[config.mk]
export PLATFORM = sky130hd
export DESIGN_NAME = cmpx_mult4x4
export DESIGN_NICKNAME = d
export VERILOG_FILES = /design/src/rtl/cmpx_mult4x4.sv
export SDC_FILE = /design/constraint.sdc
export NUM_CORES = 1
export LEC_CHECK = 0
export CORE_MARGIN = 1
export CORE_UTILIZATION = 40
export CTS_BUF_LIST = sky130_fd_sc_hd__clkbuf_8
export DETAILED_ROUTE_END_ITERATION = 12
export HOLD_SLACK_MARGIN = 0.06
export SYNTH_ARGS = -nofsm -noshare
export SYNTH_HDL_FRONTEND = slang
export SYNTH_SLANG_ARGS = --single-unit
[constraint.sdc]
create_clock -name clk -period 4.1 [get_ports clk]
set_input_delay 0.41 -clock clk [delete_from_list [all_inputs] [get_ports clk]]
set_output_delay 0.41 -clock clk [all_outputs]
set_load 0.005 [all_outputs]
[src/rtl/cmpx_mult4x4.sv]
// cmpx_mult4x4: sequential 4-bit complex multiplier, out = {re, im} = a * b.
// Ports:
//   clk      rising-edge clock
//   rst      asynchronous active-low reset
//   start    begin a multiplication (accepted in IDLE or DONE only)
//   a        operand A: a[7:4] real x, a[3:0] imag y (unsigned)
//   b        operand B: b[7:4] real z, b[3:0] imag w (unsigned)
//   out      {re, im}, 8-bit two's complement each
//   done     result valid, held until the next accepted start
//   outReal  re (out[15:8])
//   outImag  im (out[7:0])
//   busy     only with CMPX_MULT_BUSY_EN defined: high while multiplying
module cmpx_mult4x4 (
  input  logic        clk,
  input  logic        rst,
  input  logic        start,
  input  logic [7:0]  a,
  input  logic [7:0]  b,
  output logic [15:0] out,
  output logic        done,
  output logic [7:0]  outReal,
  output logic [7:0]  outImag
`ifdef CMPX_MULT_BUSY_EN
  ,
  output logic        busy
`endif
);
  typedef enum logic [2:0] {IDLE, MUL0, MUL1, MUL2, MUL3, DONE} state_e;
  state_e      state_q, state_d;
  logic [7:0]  a_q, a_d, b_q, b_d, re_q, re_d, im_q, im_d, prod_q, prod_d;
  logic [2:0]  cnt_q, cnt_d;
  logic [3:0]  mcand, mplier;
  logic [7:0]  pp, sum;
  logic        sub, to_im, idle;
  // Partial products: MUL0 x*z, MUL1 y*w, MUL2 x*w, MUL3 y*z.
  assign mcand  = (state_q == MUL0 || state_q == MUL2) ? a_q[7:4] : a_q[3:0];
  assign mplier = (state_q == MUL0 || state_q == MUL3) ? b_q[7:4] : b_q[3:0];
  // One shift-add step per cycle, LSB-first over the multiplier bits.
  assign pp     = mplier[cnt_q[1:0]] ? ({4'd0, mcand} << cnt_q[1:0]) : 8'd0;
  assign sub    = state_q == MUL1;
  assign to_im  = state_q == MUL2 || state_q == MUL3;
  // Shared adder/subtractor: invert the product and add sub as carry-in.
  assign sum    = (to_im ? im_q : re_q) + (prod_q ^ {8{sub}}) + {7'd0, sub};
  assign idle   = state_q == IDLE || state_q == DONE;
  always_comb begin
    state_d = state_q;
    a_d     = a_q;
    b_d     = b_q;
    re_d    = re_q;
    im_d    = im_q;
    prod_d  = prod_q;
    cnt_d   = cnt_q;
    if (idle) begin
      if (start) begin
        a_d     = a;
        b_d     = b;
        re_d    = 8'd0;
        im_d    = 8'd0;
        prod_d  = 8'd0;
        cnt_d   = 3'd0;
        state_d = MUL0;
      end
    end else if (cnt_q != 3'd4) begin
      prod_d = prod_q + pp;
      cnt_d  = cnt_q + 3'd1;
    end else begin
      prod_d  = 8'd0;
      cnt_d   = 3'd0;
      re_d    = to_im ? re_q : sum;
      im_d    = to_im ? sum : im_q;
      state_d = state_q == MUL3 ? DONE : state_e'(state_q + 3'd1);
    end
  end
  always_ff @(posedge clk or negedge rst) begin
    if (!rst) begin
      state_q <= IDLE;
      a_q     <= 8'd0;
      b_q     <= 8'd0;
      re_q    <= 8'd0;
      im_q    <= 8'd0;
      prod_q  <= 8'd0;
      cnt_q   <= 3'd0;
    end else begin
      state_q <= state_d;
      a_q     <= a_d;
      b_q     <= b_d;
      re_q    <= re_d;
      im_q    <= im_d;
      prod_q  <= prod_d;
      cnt_q   <= cnt_d;
    end
  end
  assign out     = {re_q, im_q};
  assign outReal = re_q;
  assign outImag = im_q;
  assign done    = state_q == DONE;
`ifdef CMPX_MULT_BUSY_EN
  assign busy    = !idle;
`endif
endmodule

# After elaboration in Yosys (flattened, before gate mapping)
# Cells that the tools add are included.
# totals
rom_bits	0
ram_bits	0
regBits	46
output_inout_bits	33
input_bits	19
latch_bits	0
elab_cells	56
mem_count	0
# classes
bitwise_logic	1
mux	22
div_mod_pow	0
addsub	5
n_mul	0
n_eq_ne	9
magnitude_cmp	1
n_reduce_logical	10
shifts	1
# op_table
operator	n
$mux W8	11
$mux W3	7
$add A8 B8 Y8	2
$add A8 B1 Y8	1
$mux W4	2
$shl A4 B2 Y8	1
$xor A8 B8 Y8	1
$add A3 B1 Y3 const B	2
$eq A3 B2 Y1 const B	2
$eq A3 B3 Y1 const B	2
$reduce_and A3 Y1	2
$logic_or A1 B1 Y1	4
$ne A2 B2 Y1 const B	2
$reduce_and A2 Y1	2
$eq A3 B1 Y1 const B	1
$logic_not A3 Y1	1
$lt A2 B3 Y1 const B	1
$ne A3 B3 Y1 const B	1
$bmux W1 S2	1
$ne A2 B1 Y1 const B	1
$reduce_bool A2 Y1	1
$mux W1	1

# Longest topological paths before layout
# Gate-level depths: netlist of run 1.
# logic_depth
ltp_word	9
depth_mapped	16
mapped_depth_nobuf	15

# Worst setup path before layout of run 1
# No wires, ideal clock.
# synth_timing
kind	register to register
from	register state_q[0]
to	register prod_q[6]
path_stages_with_launch	16
setup_ns	0.131
t_arrival_ns	2.938
n_path_buf	1
setup_slack_ns	1.031
required_ns	3.969
period_less_slack_ns	3.069
cell_sequence	dfrtp_1 inv_1 ha_1 buf_6 mux2i_1 mux4_2 nand2_1 nor3_1 ha_1 fa_1 a21o_1 a21oi_1 o21bai_1 a21oi_1 xor2_1 o21ai_0
# synth_via
elab_chain_len	9
elab_cells_between_ends	18
cone_classes	add/sub (1); eq/ne (5); shift (1); mux (7); reduce/logical (4)
# synth_rtl
element	line	source
from (decl)	29	state_e state_q, state_d;
from (signal assigned)	84	state_q <= state_d;
$eq A3 B1 Y1 / $eq A3 B3 Y1 (equally long branches)	36, 37	
$logic_or A1 B1 Y1	37	assign mplier = (state_q == MUL0 || state_q == MUL3) ? b_q[7:4] : b_q[3:0];
$mux W4	37	
$bmux W1 S2	39	assign pp = mplier[cnt_q[1:0]] ? ({4'd0, mcand} << cnt_q[1:0]) : 8'd0;
$mux W1 (implied by the code)	39	
$mux W8	39	
$add A8 B8 Y8	64	prod_d = prod_q + pp;
$mux W8	63	end else if (cnt_q != 3'd4) begin
$mux W8	53	if (idle) begin
to (signal assigned)	89	prod_q <= prod_d;
to (decl)	30	logic [7:0] a_q, a_d, b_q, b_d, re_q, re_d, im_q, im_d, prod_q, prod_d;
# Several ways; a longest one is shown, not always the timed one. The select of a mux whose other input is x is not followed.
# A chain may end at the register's enable or synchronous reset.

# Final worst setup path of run 1
# Ends and elaborated chain as after synthesis.

==> qor.csv, run 1 <==
stage,metric,value,unit
timing,Period minus WS final,3470,ps
worst_setup_path,slowest CP cell,dfrtp_1,
synth,synth cell count leaders,"46 x dfrtp_1, 29 x nand2_1, 25 x o21ai_0, 23 x mux2_2, 20 x ha_1",
run,max-cap violations,0,
floorplan,Chip Height,90.7,um
floorplan,I/O pins,52,
timing,Final Max Tran Viols,0,
synth,post-synth top area share,36.6,%
cells_and_area,register area,0.00115,mm2
routing,DR vias,2285,
synth,Yosys warnings,0,
synth,"FFs w/ async S/R, synth",100,%
synth,Synth Flop Type,dfrtp_1,
timing,slew margin rel.,32.2,%
cells_and_area,n_diodes,0,
place,Detailed Place HPWL,4.76,mm
clock_network,CTS tree,done,
status,outcome,"complete, no violations",
routing,DR vias/cell,5.17,
worst_setup_path,crit path buf inv count,1,
timing,Fin. Hold Viols,0,
clock_network,Resized cells post-CTS,0,
global_routing,first-pass GRT wire length,10.5,mm
cells_and_area,fill cell count,695,
timing,Highest Clock Rate,288,MHz
global_routing,vias in the first global route,2258,
timing,setup tns final,0,ps
synth,synthesized instance count,307,
clock_network,H-tree level count,2,
floorplan,row cnt,31,
global_routing,largest net degree at the start of global routing,47,
worst_setup_path,CP Launch Type,flip-flop,
worst_setup_path,WS Path Type,reg2reg,
synth,sequential share of the synthesized area,36.6,%
clock_network,setup bufs post-CTS,0,
worst_setup_path,CP max stage delay,420,ps
global_routing,grt ovf,0,
routing,WL per Instance,13.7,um
cells_and_area,multi-input logic area,0.00178,mm2
cells_and_area,final instance area,0.00372,mm2
clock_network,Clock transition at path regs,90,ps
floorplan,Die ar.,0.00823,mm2
global_routing,M3 GR Usage,2.69,%
floorplan,die width,90.7,um
clock_network,worst-skew pair later-pin latency,300,ps
floorplan,Initial Util,42.3,%
timing,Setup Skew,8.95,ps
routing,number of iterations in the first detailed-routing pass,4,
global_routing,GR met1 Demand/Resource,18.5,%
synth,most repeated cell in the gate-level netlist after synthesis,dfrtp_1,
synth,synthesized area,0.00315,mm2
routing,Final ANT Viol Nets,0,
synth,Synth area leaders,"dfrtp_1 37%, mux2_2 8.2%, ha_1 7.9%",
place,PortBufs,51,
synth,Syn Area/Cell,10.3,um2
worst_setup_path,"Max FO, Critical Path",10,
synth,largest area contributor in the netlist,dfrtp_1,
routing,drc violations,0,
global_routing,total track usage,15.6,%
timing,RSZ-0062 raised after global routing,false,
timing,final period utilization,84.6,%
clock_network,clock root buffer,clkbuf_8,
worst_setup_path,CP top delay family,compound AO/OA/AOI/OAI gates,
cells_and_area,Nets,383,
floorplan,total core area,0.00745,mm2
worst_setup_path,critical path arrival,3650,ps
power_and_ir_drop,Power Dens Cells,885,mW/mm2
power_and_ir_drop,peak supply drop,281,uV
worst_setup_path,Crit Reg-Reg Startpoint,state_q[0]$_DFFE_PN0P_,
clock_network,CTS max path bufs,2,
synth,"EDFF count, synth",0,
clock_network,# hold bufs at CTS,0,
clock_network,CTS sink cnt,46,
place,Placement Cell Area,0.00361,mm2
timing,Tightest Pin Transition,1020,ps
cells_and_area,Layout area overhead,18.2,%
global_routing,met2 Usage GRT,28.4,%
global_routing,initial antenna violation count,0,
worst_setup_path,reg2reg path depth,14,
hold_path,Hold/Removal Path Class,in2async,
global_routing,Top Usage Layer GRT,met2,
routing,Final Routed Wirelength,6.08,mm
synth,"flops & latches, synth",46,
timing,# setup viols final,0,
routing,Starting DRT DRC Count,36,
synth,post-synth cell types,54,
worst_setup_path,critical path cell sequence,inv_1 > ha_1 > mux2i_1 > mux2_2 > o211ai_1 > and2_1 > nor2_1 > ha_1 > a21o_1 > a21oi_1 > o21bai_1 > a21oi_1 > xor2_1 > o21ai_0,
worst_setup_path,FF-to-FF End,prod_q[6]$_DFFE_PN0P_,
clock_network,CTS buffer count,5,
synth,Post-Syn Nets,348,
worst_setup_path,Crit. End Element,flip-flop,
worst_setup_path,CP required,4280,ps
cells_and_area,layout cells sized above 1,13.7,%
power_and_ir_drop,Leak Pwr,0.00162,uW
worst_setup_path,Levels on crit path,14,
place,routability cong.,0.841,
worst_setup_path,R2R Setup Slk,630,ps
worst max-delay path by stage:
stage,startpoint,endpoint,slack [ps]
after global routing,state_q[0]$_DFFE_PN0P_,prod_q[6]$_DFFE_PN0P_,380
final,state_q[0]$_DFFE_PN0P_,prod_q[6]$_DFFE_PN0P_,630
after global placement,state_q[0]$_DFFE_PN0P_,prod_q[6]$_DFFE_PN0P_,740
after CTS,state_q[0]$_DFFE_PN0P_,prod_q[6]$_DFFE_PN0P_,620
after detailed placement,state_q[0]$_DFFE_PN0P_,prod_q[6]$_DFFE_PN0P_,610
after floorplan,state_q[0]$_DFFE_PN0P_,prod_q[6]$_DFFE_PN0P_,1030
stage by stage:
stage / total power [uW] / setup WS (ps) / hold WS, ps / cells / util, %
floorplan: 2490 / 1030 / 114 / 307 / -
global placement: 2950 / 742 / 488 / 434 / 48.5
detailed placement: 2990 / 614 / 496 / 434 / 48.5
CTS: 3330 / 619 / 322 / 442 / 50.0
global route: 3610 / 375 / 388 / 442 / 50.0
finish: 3290 / 631 / 274 / 442 / 50.0
report_power, final:
part | switching (uW) | internal [uW] | total [uW]
Clock | 159 | 178 | 337
Combinational | 1060 | 1060 | 2120
Sequential | 182 | 658 | 840
cell families (layout without fill, tap and decap cells):
| family | count (synthesis) | count (layout) | share of synthesized area, % |
|---|---|---|---|
| XOR/XNOR | 17 | 17 | 4.97 |
| buffers and inverters | 37 | 73 | 6.96 |
| AO/OA/AOI/OAI | 77 | 77 | 17.1 |
| AND/OR/NAND/NOR | 71 | 71 | 11.4 |
| flip-flops | 46 | 46 | 36.6 |
| multiplexers | 37 | 37 | 13.8 |
| adder cells (fa/ha/maj) | 22 | 22 | 9.22 |
area by class of cell:
| cell class | count | share of cell area [%] |
|---|---|---|
| Sequential cell | 46 | 30.9 |
| Inverter | 13 | 1.31 |
| Clock inverter | 3 | 1.01 |
| Tap cell | 99 | 3.33 |
| Multi-Input combinational cell | 224 | 47.8 |
| Clock buffer | 5 | 1.85 |
| Timing Repair Buffer | 52 | 13.8 |
layer usage:
layer,vias to the layer above,part of all wire (%)
met4,0,0.97
met2,50,49
met1,1068,47
met5,-,0
li1,1161,-
met3,6,2.8
sequential cells by signal (all words and copies together) (netlist names):
signal / cells
state_q: 3
b_q: 8
prod_q: 8
cnt_q: 3
a_q: 8
outImag: 8
outReal: 8
placed cells by master (no fill, tap or decap), types with 2 or more instances in the layout:
master	n
clkdlybuf4s50_1	50
dfrtp_1	46
nand2_1	29
o21ai_0	25
mux2_2	23
ha_1	20
inv_1	14
a21oi_1	14
xnor2_1	12
nor2_1	11
mux2i_1	10
a22o_1	10
nor2b_1	6
clkbuf_8	5
nor3_1	4
nand3_1	4
xor2_1	4
a21oi_4	3
nor4_1	3
a21o_1	3
o21bai_1	3
and3_1	2
mux2_4	2
mux4_2	2
o211ai_1	2
and2_1	2
o21ai_1	2
o31ai_1	2
nand2b_1	2
a31oi_1	2
fa_1	2
Power figures use the tool's default switching activity.
==> inputs of run 2 (changes only) <==
--- a/config.mk
+++ b/config.mk
@@ -10,6 +10,7 @@
 export CTS_BUF_LIST = sky130_fd_sc_hd__clkbuf_8
 export DETAILED_ROUTE_END_ITERATION = 12
 export HOLD_SLACK_MARGIN = 0.06
+export PLACE_DENSITY = 0.65
 export SYNTH_ARGS = -nofsm -noshare
 export SYNTH_HDL_FRONTEND = slang
 export SYNTH_SLANG_ARGS = --single-unit
==> constraint.sdc (replaced) <==
create_clock -name clk -period 3.16 [get_ports clk]
set_input_delay 0.316 -clock clk [delete_from_list [all_inputs] [get_ports clk]]
set_output_delay 0.316 -clock clk [all_outputs]
set_load 0.005 [all_outputs]
==> qor.csv, run 2 (same netlist as run 1, synthesis figures left out) <==
stage,metric,value,unit
hold_path,Hold/Removal Path Class,in2async,
worst_setup_path,CP max stage delay,420,ps
timing,Period minus WS final,3020,ps
worst_setup_path,crit path buf inv count,5,
routing,number of iterations in the first detailed-routing pass,4,
worst_setup_path,R2R Setup Slk,140,ps
place,post-placement setup slack,10.7,ps
clock_network,worst-skew pair later-pin latency,300,ps
timing,setup tns final,0,ps
cells_and_area,Layout area overhead,24.6,%
worst_setup_path,slowest CP cell,dfrtp_1,
worst_setup_path,CP top delay family,compound AO/OA/AOI/OAI gates,
global_routing,initial antenna violation count,0,
worst_setup_path,WS Path Type,reg2reg,
status,outcome,"complete, no violations",
place,Detailed Place HPWL,4.84,mm
power_and_ir_drop,Leak Pwr,0.00169,uW
timing,Setup Skew,14.6,ps
clock_network,CTS sink cnt,46,
routing,Final ANT Viol Nets,0,
global_routing,largest net degree at the start of global routing,47,
power_and_ir_drop,peak supply drop,459,uV
routing,drc violations,0,
global_routing,total track usage,16.7,%
worst_setup_path,critical path cell sequence,inv_2 > ha_4 > mux2i_4 > buf_4 > mux2_4 > o211ai_1 > and2_1 > buf_4 > buf_4 > nor2b_1 > ha_1 > inv_1 > o21bai_1 > a21oi_1 > xor2_1 > o21ai_0,
place,PortBufs,51,
timing,# setup viols final,0,
timing,Highest Clock Rate,332,MHz
timing,Final Max Tran Viols,0,
routing,Final Routed Wirelength,6.41,mm
worst_setup_path,"Max FO, Critical Path",3,
worst_setup_path,CP Launch Type,flip-flop,
cells_and_area,Nets,402,
timing,Tightest Pin Transition,1030,ps
routing,DR vias/cell,5.31,
floorplan,total core area,0.00745,mm2
routing,DR vias,2444,
global_routing,first-pass GRT wire length,11.2,mm
global_routing,vias in the first global route,2408,
floorplan,I/O pins,52,
floorplan,Initial Util,42.3,%
worst_setup_path,reg2reg path depth,16,
timing,Fin. Hold Viols,0,
power_and_ir_drop,Power Dens Cells,1180,mW/mm2
run,max-cap violations,0,
worst_setup_path,CP required,3340,ps
cells_and_area,"commonest non-fill, non-tap cell in the layout",clkdlybuf4s50_1,
timing,slew margin rel.,31.6,%
worst_setup_path,Crit. End Element,flip-flop,
floorplan,Die ar.,0.00823,mm2
timing,Final WS setup,144,ps
routing,Starting DRT DRC Count,112,
cells_and_area,"commonest non-fill, non-tap cells in the layout","50 x clkdlybuf4s50_1, 44 x dfrtp_1, 28 x nand2_1",
clock_network,CTS buffer count,5,
worst_setup_path,FF-to-FF End,prod_q[5]$_DFFE_PN0P_,
routing,WL per Instance,13.9,um
floorplan,Chip Height,90.7,um
clock_network,Clock transition at path regs,100,ps
place,routability cong.,0.826,
floorplan,die width,90.7,um
worst_setup_path,CP dominant cell by count,buf_4,
timing,RSZ-0062 raised after global routing,true,
clock_network,CTS tree,done,
clock_network,CTS max path bufs,2,
timing,final period utilization,95.4,%
worst_setup_path,critical path arrival,3190,ps
cells_and_area,layout cells sized above 1,22.4,%
global_routing,grt ovf,0,
clock_network,clock root buffer,clkbuf_8,
worst_setup_path,Crit Reg-Reg Startpoint,state_q[1]$_DFFE_PN0P_,
floorplan,row cnt,31,
clock_network,H-tree level count,2,
cells_and_area,n_diodes,0,
-- run 2: changes by cell type in the layout (fill, tap and decap cells not counted), sizes merged --
cell,previous run,this run
clkinvlp,0,1
bufinv,1,0
inv,15,14
buf,2,21
-- run 2: what timing repair did --
action | CTS | global route
setup buffers | 4 | 4
pin swaps | 2 | 13
endpoints found under the setup margin | 1 | 10
hold buffers | 0 | 0
gates resized for setup | 1 | 21
-- run 2: area by class of cell --
cell class                      instances  area [um2]
Sequential cell                        46        1150
Fill cell                             685        3520
Clock inverter                          2        11.3
Clock buffer                            5        68.8
Tap cell                               99         124
Multi-Input combinational cell        224        1860
Inverter                               13        48.8
Timing Repair Buffer                   71         656
-- run 2: how the worst max path moves through the flow --
stage,from,endpoint,slack [ps],depth (start not counted)
global placement,state_q[0]$_DFFE_PN0P_,outReal[6]$_DFFE_PN0P_,50,11
floorplan,state_q[0]$_DFFE_PN0P_,prod_q[6]$_DFFE_PN0P_,90,15
finish,state_q[1]$_DFFE_PN0P_,prod_q[5]$_DFFE_PN0P_,140,16
CTS,state_q[0]$_DFFE_PN0P_,prod_q[6]$_DFFE_PN0P_,4,15
global route,state_q[0]$_DFFE_PN0P_,prod_q[6]$_DFFE_PN0P_,-30,14
detailed placement,state_q[0]$_DFFE_PN0P_,prod_q[6]$_DFFE_PN0P_,10,15
-- run 2: power breakdown --
part / internal [uW] / leakage [uW] / switching [uW]
sequential: 857 / 0.000570 / 246
clock: 149 / 0.0000414 / 206
combinational: 1660 / 0.00108 / 1500
-- run 2: routing by layer --
metal  vias up  GRT usage (%)  share of wire [%]
met4         0           3.76               0.72
met1      1181           21.2                 46
met3         4           2.78                4.2
li1       1193              -                  -
met5         -              0                  0
met2        66           29.6                 49
-- run 2: metrics by stage --
| stage | cell area (um2) | hold slack (ps) | instances | power [uW] | utilization [%] |
|---|---|---|---|---|---|
| 4_1_cts | 3810 | 234 | 456 | 4430 | 51.2 |
| 6_report | 3920 | 164 | 460 | 4620 | 52.7 |
| 3_5_place_dp | 3700 | 487 | 445 | 4010 | 49.6 |
| 2_1_floorplan | 3150 | 20.4 | 307 | 3230 | - |
| 3_3_place_gp | 3700 | 487 | 445 | 3930 | 49.6 |
| 5_1_grt | 3920 | 281 | 460 | 5040 | 52.7 |
==> inputs of run 3 (changes only) <==
--- a/config.mk
+++ b/config.mk
@@ -9,6 +9,7 @@
 export CORE_UTILIZATION = 40
 export CTS_BUF_LIST = sky130_fd_sc_hd__clkbuf_8
 export DETAILED_ROUTE_END_ITERATION = 12
+export GPL_TIMING_DRIVEN = 0
 export HOLD_SLACK_MARGIN = 0.06
 export PLACE_DENSITY = 0.65
 export SYNTH_ARGS = -nofsm -noshare
==> qor.csv, run 3 (same netlist as run 1, synthesis figures left out) <==
stage,metric,value,unit
cells_and_area,Layout area overhead,30.6,%
cells_and_area,post-route core utilization,55.2,%
place,routability cong.,0.811,
worst_setup_path,"Max FO, Critical Path",6,
worst_setup_path,CP Launch Type,flip-flop,
floorplan,Initial Util,42.3,%
clock_network,CTS tree,done,
floorplan,Chip Height,90.7,um
worst_setup_path,critical path arrival,3190,ps
status,outcome,"complete, no violations",
floorplan,total core area,0.00745,mm2
place,post-placement setup slack,-277,ps
global_routing,vias in the first global route,2401,
cells_and_area,n_diodes,0,
global_routing,total track usage,16.9,%
routing,WL per Instance,13.6,um
timing,slew margin rel.,62.6,%
clock_network,CTS max path bufs,2,
timing,Setup Skew,14.9,ps
clock_network,clock root buffer,clkbuf_8,
power_and_ir_drop,total power,4790,uW
timing,Period minus WS final,3020,ps
timing,Final Max Tran Viols,0,
timing,Highest Clock Rate,331,MHz
global_routing,largest net degree at the start of global routing,25,
timing,Tightest Pin Transition,561,ps
timing,Final WS setup,142,ps
timing,final period utilization,95.5,%
worst_setup_path,Crit. End Element,flip-flop,
cells_and_area,Nets,421,
power_and_ir_drop,Power Dens Cells,1160,mW/mm2
cells_and_area,fill cell count,678,
run,max-cap violations,0,
floorplan,die width,90.7,um
place,PortBufs,51,
cells_and_area,multi-input logic area,0.00188,mm2
routing,Final ANT Viol Nets,0,
worst_setup_path,CP required,3330,ps
power_and_ir_drop,peak supply drop,387,uV
routing,DR vias/cell,5.11,
hold_path,Hold/Removal Path Class,reg2reg,
global_routing,initial antenna violation count,0,
power_and_ir_drop,Leak Pwr,0.00180,uW
timing,Fin. Hold Viols,0,
worst_setup_path,WS Path Type,reg2reg,
global_routing,grt ovf,0,
cells_and_area,layout cells sized above 1,26.5,%
clock_network,CTS sink cnt,46,
cells_and_area,"commonest non-fill, non-tap cell in the layout",clkdlybuf4s50_1,
routing,Starting DRT DRC Count,57,
floorplan,I/O pins,52,
place,Detailed Place HPWL,4.95,mm
cells_and_area,register area,0.00115,mm2
clock_network,worst-skew pair later-pin latency,300,ps
floorplan,Die ar.,0.00823,mm2
routing,DR vias,2455,
timing,# setup viols final,0,
floorplan,row cnt,31,
global_routing,first-pass GRT wire length,11.3,mm
routing,number of iterations in the first detailed-routing pass,4,
clock_network,CTS buffer count,5,
clock_network,H-tree level count,2,
timing,hold slack,499,ps
routing,drc violations,0,
clock_network,Clock transition at path regs,80,ps
routing,Final Routed Wirelength,6.52,mm
cells_and_area,"commonest non-fill, non-tap cells in the layout","50 x clkdlybuf4s50_1, 45 x dfrtp_1, 29 x buf_4",
[run 3: cell count changes in the layout (fill, tap and decap cells not counted), sizes merged]
| cell | previous run | this run |
|---|---|---|
| buf | 21 | 37 |
| bufinv | 0 | 1 |
| dlygate4sd3 | 0 | 1 |
| clkbuf | 5 | 7 |
| clkinvlp | 1 | 0 |
| inv | 14 | 15 |
[run 3: repair_timing]
action	4_1_cts	5_1_grt
pin swaps	0	11
hold endpoints to repair	23	0
setup endpoints to repair	8	10
hold buffers	1	0
setup buffers	2	11
gates cloned	0	0
resized for setup	4	23
[run 3: worst max-delay path: stages (launching register included)]
cell,delay (ps)
dfrtp_1,430
inv_2,90
ha_4,160
buf_6,130
mux2i_4,200
mux4_2,350
nand2_2,80
nor3_1,60
ha_2,210
fa_2,350
a21o_1,190
a21oi_2,140
o21bai_1,90
a21oi_1,160
xor2_1,160
o21ai_1,70
[run 3: where the power goes]
part           switching, uW  internal, uW
Clock                    200           230
Sequential               238           856
Combinational           1540          1720
[run 3: metal layers]
layer	global-route usage, %	up-vias	share of wire [%]
met5	0	-	0
met4	3.63	0	0.75
met3	3.20	5	3.6
met2	30.5	61	51
met1	20.8	1152	44
li1	-	1237	-
[run 3: cell type report]
cell class              instances  area share, %
plain buffers                  24           4.14
clock buffers                   5           1.67
clock inverters                 3          0.913
inverters                      13           1.19
multi-input cells             224           45.6
flip-flops and latches         46           28.0
well taps                      99           3.01
repair buffers                 66           15.4
[run 3: path summary, 6_finish.rpt]
check / from / end / slack [ps] / cells after the start
min in group asynchronous: rst / outReal[0]$_DFFE_PN0P_ / 520 / 2
max in group asynchronous: rst / state_q[0]$_DFFE_PN0P_ / 2100 / 3
worst min register to register: prod_q[7]$_DFFE_PN0P_ / prod_q[7]$_DFFE_PN0P_ / 500 / 1
worst min-delay path: prod_q[7]$_DFFE_PN0P_ / prod_q[7]$_DFFE_PN0P_ / 500 / 1
worst max-delay path: state_q[1]$_DFFE_PN0P_ / prod_q[6]$_DFFE_PN0P_ / 140 / 15
worst max register to register: state_q[1]$_DFFE_PN0P_ / prod_q[6]$_DFFE_PN0P_ / 140 / 15
[run 3: stage by stage]
step	cells	instance area [um2]	setup TNS, ps
2_1_floorplan	307	3150	0
3_3_place_gp	457	3780	-580
3_5_place_dp	458	3800	-671
4_1_cts	469	3950	-68.1
5_1_grt	480	4110	-60.7
6_report	480	4110	0
